`src/rtl/dvp_pixel_tx.sv`:
```
// DVP camera-side transmitter: RGB444 pixel stream -> pclk/vsync/href/data[7:0], pclk = clk/2.
// Optional internal colour-bar source is built only when DVP_TX_TEST_PATTERN_EN is defined.
module dvp_pixel_tx #(
  parameter int H_ACTIVE  = 640,
  parameter int V_ACTIVE  = 480,
  parameter int H_BLANK   = 144,
  parameter int VS_LINES  = 3,
  parameter int VBP_LINES = 17,
  parameter int VFP_LINES = 10,
  parameter int CW        = 12
) (
  input  logic        clk,
  input  logic        rst_n,
  input  logic        enable,
  input  logic [15:0] pix_data,
  input  logic        pix_valid,
  output logic        pix_ready,
  input  logic        pattern_sel,
  output logic        pclk,
  output logic        vsync,
  output logic        href,
  output logic [7:0]  data,
  output logic        frame_start,
  output logic        frame_done,
  output logic        underflow
);

  localparam int L = 2 * H_ACTIVE + H_BLANK;
  localparam logic [CW-1:0] X_LAST = CW'(L - 1);
  localparam logic [CW-1:0] HBYTES = CW'(2 * H_ACTIVE);

  typedef enum logic [2:0] {
    S_IDLE,
    S_VSYNC,
    S_VBP,
    S_ACTIVE,
    S_VFP
  } state_t;

  state_t        state, nstate;
  logic [CW-1:0] x, y, nx, ny, y_last;
  logic          ph, tick, last_pos, start_now, nhref;
  logic          pat_mode, src_ok;
  logic [15:0]   src_word;
  logic [7:0]    held;

  // The tick is the clk in which pclk falls; bus outputs change only then.
  assign tick = ph;
  assign pclk = ph;

  always_comb begin
    case (state)
      S_VSYNC:  y_last = CW'(VS_LINES - 1);
      S_VBP:    y_last = CW'(VBP_LINES - 1);
      S_ACTIVE: y_last = CW'(V_ACTIVE - 1);
      S_VFP:    y_last = CW'(VFP_LINES - 1);
      default:  y_last = '0;
    endcase
  end

  // Counters describe the pclk period currently on the bus; nstate/nx/ny is the one the next tick launches.
  always_comb begin
    nstate   = state;
    nx       = x;
    ny       = y;
    last_pos = 1'b0;
    if (state == S_IDLE) begin
      if (enable) begin
        nstate = S_VSYNC;
        nx     = '0;
        ny     = '0;
      end
    end else if (x == X_LAST) begin
      nx = '0;
      if (y == y_last) begin
        ny = '0;
        case (state)
          S_VSYNC:  nstate = S_VBP;
          S_VBP:    nstate = S_ACTIVE;
          S_ACTIVE: nstate = S_VFP;
          S_VFP: begin
            last_pos = 1'b1;
            nstate   = enable ? S_VSYNC : S_IDLE;
          end
          default:  nstate = S_IDLE;
        endcase
      end else begin
        ny = y + CW'(1);
      end
    end else begin
      nx = x + CW'(1);
    end
  end

  assign nhref     = (nstate == S_ACTIVE) && (nx < HBYTES);
  assign start_now = tick && (nstate == S_VSYNC) && ((state == S_IDLE) || last_pos);
  assign pix_ready = tick && nhref && !nx[0] && !pat_mode;

`ifdef DVP_TX_TEST_PATTERN_EN
  logic [CW-1:0] x_pix;
  logic [2:0]    bar;
  logic [11:0]   bar_rgb;

  assign x_pix = nx >> 1;
  assign bar   = 3'((32'(x_pix) * 8) / H_ACTIVE);

  always_comb begin
    case (bar)
      3'd0:    bar_rgb = 12'hFFF;
      3'd1:    bar_rgb = 12'hFF0;
      3'd2:    bar_rgb = 12'h0FF;
      3'd3:    bar_rgb = 12'h0F0;
      3'd4:    bar_rgb = 12'hF0F;
      3'd5:    bar_rgb = 12'hF00;
      3'd6:    bar_rgb = 12'h00F;
      default: bar_rgb = 12'h000;
    endcase
  end

  // Source selection is frozen for the whole frame.
  always_ff @(posedge clk or negedge rst_n) begin
    if (!rst_n) begin
      pat_mode <= 1'b0;
    end else if (start_now) begin
      pat_mode <= pattern_sel;
    end
  end

  assign src_word = pat_mode ? {4'h0, bar_rgb} : pix_data;
  assign src_ok   = pat_mode || pix_valid;
`else
  logic unused_sel;
  assign unused_sel = pattern_sel;
  assign pat_mode   = 1'b0;
  assign src_word   = pix_data;
  assign src_ok     = pix_valid;
`endif

  always_ff @(posedge clk or negedge rst_n) begin
    if (!rst_n) begin
      state <= S_IDLE;
      x     <= '0;
      y     <= '0;
    end else if (tick) begin
      state <= nstate;
      x     <= nx;
      y     <= ny;
    end
  end

  always_ff @(posedge clk or negedge rst_n) begin
    if (!rst_n) begin
      ph          <= 1'b0;
      vsync       <= 1'b0;
      href        <= 1'b0;
      data        <= 8'h00;
      held        <= 8'h00;
      frame_start <= 1'b0;
      frame_done  <= 1'b0;
      underflow   <= 1'b0;
    end else begin
      ph          <= ~ph;
      frame_start <= 1'b0;
      underflow   <= 1'b0;
      // High during the tick clk that closes the last front-porch pclk.
      frame_done  <= !ph && last_pos;
      if (tick) begin
        vsync       <= (nstate == S_VSYNC);
        href        <= nhref;
        frame_start <= start_now;
        if (!nhref) begin
          data <= 8'h00;
        end else if (nx[0]) begin
          data <= held;
        end else if (src_ok) begin
          data <= src_word[15:8];
          held <= src_word[7:0];
        end else begin
          data      <= 8'h00;
          held      <= 8'h00;
          underflow <= 1'b1;
        end
      end
    end
  end

endmodule

```
`config.mk`:
```
export PLATFORM = sky130hd
export DESIGN_NAME = dvp_pixel_tx
export DESIGN_NICKNAME = d
export VERILOG_FILES = /design/src/rtl/dvp_pixel_tx.sv
export SDC_FILE = /design/constraint.sdc
export NUM_CORES = 1
export LEC_CHECK = 0
export BUFFER_PORTS_ARGS = -buffer_cell sky130_fd_sc_hd__buf_2
export CAP_MARGIN = 15
export CORE_MARGIN = 2
export CORE_UTILIZATION = 48
export DETAILED_ROUTE_END_ITERATION = 12
export GPL_ROUTABILITY_DRIVEN = 1
export MAX_ROUTING_LAYER = met4
export PLACE_DENSITY_LB_ADDON = 0.25
export SLEW_MARGIN = 20
export SYNTH_ARGS = -nofsm -noshare
export SYNTH_HDL_FRONTEND = slang
export SYNTH_SLANG_ARGS = --single-unit
```
`constraint.sdc`:
```
create_clock -name clk -period 5.7 [get_ports clk]
set_clock_uncertainty 0.05 [all_clocks]
set_input_delay 0.855 -clock clk [delete_from_list [all_inputs] [get_ports clk]]
set_output_delay 0.855 -clock clk [all_outputs]
set_load 0.005 [all_outputs]
```
==> flow_summary.yaml <==
die:
  start_util_pct: 49.6
  row_count: 27
  die_width_microns: 79.5
  die_area_sq_mm: 0.00632
  core_area_sq_mm: 0.00551
  io-pin-count: 36
  die_h_microns: 79.5
logic_synthesis:
  ys_warn_count: 0
  async_reset_ff_share_pct: 100
  synth_nets: 327
  synth_flop_cell: "dfrtp_1"
  ys_types: 48
  netlist_instances: 304
  avgSynthCellArea_sq_um: 8.99
  syn_area_sq_mm: 0.00273
  ys_ff_latch: 49
  synth_edf_count: 0
  ys_seq_area_share_pct: 44.9
detailed_routing:
  viasPerCell: 5.79
  drt-total-wl_mm: 6.11
  dr.first_iter.drc_count: 224
  drc: 0
  vias: 2370
  ant_nets: 0
  drt-wirelength-per-cell_microns: 14.9
  first_pass_iters: 4
sta:
  rsz0062_at_grt: "no"
  fin_crit_sh_pct: 74.0
  setup_viol: 0
  worstMarginPinSlew_ns: 0.868
  holdWs_ns: 0.434
  drv_slew: 0
  fmax_mhz: 237
  postLayoutSetupSlackWorst_ns: 1.48
  period_minus_slack_ns: 4.22
  max_slew_margin_pct: 41.6
  finalHoldViolations: 0
  fin_setup_tns_ns: 0
pwr:
  ir_drop_uv: 130
  combPwrFrac_pct: 21.1
  clockPowerShare_pct: 30.4
  seqPwrFrac_pct: 48.6
  p_leak_nw: 1.55
  switchingPower_uw: 264
  switching_share_pct: 30.9
  p_total_uw: 855
  internal_power_uw: 591
  power.density_mw_per_mm2: 278
min_path:
  min_path_type: "register to register"
clock_tree:
  root_buffer: "clkbuf_8"
  cts_setup_buffers: 0
  clock_sinks: 49
  cts_inserted_buffers: 5
  clockBufferDepth: 2
  path_clk_slew_ns: 0.08
  cts_resized: 0
  cts-htree-levels: 2
  cts_hold_buf: 0
  clock_latency_ns: 0.30
  cts_tree: "yes"
run_status:
  status: "complete, no violations"
setup_path:
  crit_path_max_fanout: 10
  worst-path-buf-inv: 2
  max_stage_delay_ns: 0.57
  cpLargestDelayFamily: "compound AO/OA/AOI/OAI gates"
  worst_setup_path_start_kind: "register"
  crit_chain: "ha_1, and4b_1, a31oi_2, a21o_1, a211o_1, a221oi_2, nand4_1, inv_1, buf_2"
  required_ns: 4.80
  worstSetupPathType: "register to output pin"
  endpoint_kind: "output pin"
  slowest_stage: "nand4_1"
  crit_arrival_ns: 3.31
layout:
  synthToLayoutAreaGrowth_pct: 12.5
  drive_above_1_share_pct: 15.7
  fin_cells: 409
  final_common_cell: "dfrtp_1"
  diodes: 0
  layout_common_cells: "49 x dfrtp_1, 41 x nand2_1, 34 x buf_2"
  fin_nets: 359
grt:
  track_usage_pct: 21.4
  first_global_vias: 2240
  antenna_found_initial: 0
  grt_overflow: 0
  grt_pass1_wl_mm: 10.5
  grt_max_degree: 50
place:
  hpwlAfterDp_mm: 4.16
  dp_cells: 401
  port_buffers: 34
  pre_cts_ws_ns: 1.80
  place_congestion: 0.882
job:
  max-cap-violations: 0
-- power by group through the flow --
stage                     Sequential (mW)  Clock, mW  Combinational [mW]
after floorplan                     0.410          0               0.134
after global placement              0.420          0               0.177
after detailed placement            0.420          0               0.181
after CTS                           0.414      0.267               0.181
after global routing                0.422      0.276               0.207
final                               0.415      0.259               0.180
-- registers in the layout, summed over array words and instances (netlist names), 3 cells and up --
register / flops
data: 8
y: 12
x: 12
held: 8
state: 3
-- synth_stat cells (3+ instances only) --
cell type / n / area, sq um
a211o_1: 3 / 26.3
a21oi_1: 16 / 80.1
a22o_1: 4 / 35.0
and2_1: 4 / 25.0
and3_1: 16 / 100
clkbuf_1: 8 / 30.0
dfrtp_1: 49 / 1230
inv_1: 15 / 56.3
mux2i_1: 9 / 90.1
nand2_1: 41 / 154
nand2b_1: 6 / 37.5
nand3_1: 12 / 60.1
nand4_1: 4 / 25.0
nor2_1: 13 / 48.8
nor2b_1: 6 / 37.5
nor3_1: 7 / 35.0
nor4_1: 4 / 25.0
nor4bb_1: 3 / 30.0
o21ai_0: 27 / 135
o2bb2ai_1: 9 / 78.8
o31ai_1: 8 / 60.1
or3_1: 6 / 37.5
-- worst paths after layout --
| path | start | to | slack (ns) | cells after the start |
|---|---|---|---|---|
| hold reg to reg | data[1] | data[1] | 0.43 | 1 |
| min in group asynchronous | rst_n | state[2] | 0.58 | 2 |
| max in group asynchronous | rst_n | held[2] | 4.59 | 2 |
| setup / recovery | x[0] | pix_ready | 1.48 | 9 |
| setup reg to reg | x[0] | held[1] | 2.51 | 8 |
| hold / removal | data[1] | data[1] | 0.43 | 1 |
-- per-stage QoR --
stage | instance area [sq um] | utilization [%]
4_1_cts | 3080 | 55.9
6_report | 3080 | 55.9
3_3_place_gp | 2960 | 53.7
2_1_floorplan | 2730 | -
5_1_grt | 3080 | 55.9
3_5_place_dp | 2960 | 53.7
-- layout make-up --
| type | count | area (sq um) |
|---|---|---|
| multi-input cells | 230 | 1410 |
| clock inverters | 1 | 30.0 |
| well taps | 72 | 90.1 |
| clock buffers | 7 | 86.3 |
| flip-flops and latches | 49 | 1230 |
| repair buffers | 35 | 178 |
| inverters | 15 | 56.3 |
| fillers | 533 | 2430 |
-- per-layer routing --
metal | GRT usage [%] | vias up | part of all wire (%) | wire (microns)
met5 | - | - | 0 | 0
met4 | 7.24 | 0 | 0.69 | 42
met3 | 3.73 | 4 | 4.4 | 271
met2 | 31.8 | 65 | 46 | 2810
met1 | 29.8 | 1131 | 49 | 2980
li1 | - | 1170 | - | -
-- logic make-up (layout without fill, tap and decap cells) --
family,after synthesis,after routing,share of synthesized area (%)
fa+ha+maj,2,2,0.915
compound gates,83,83,20.2
xor+xnor,4,4,1.28
simple gates,132,132,25.9
mux,9,9,3.30
buf+inv,25,58,3.62
flops,49,49,44.9
Note: power is estimated with default switching activity, not from simulation.
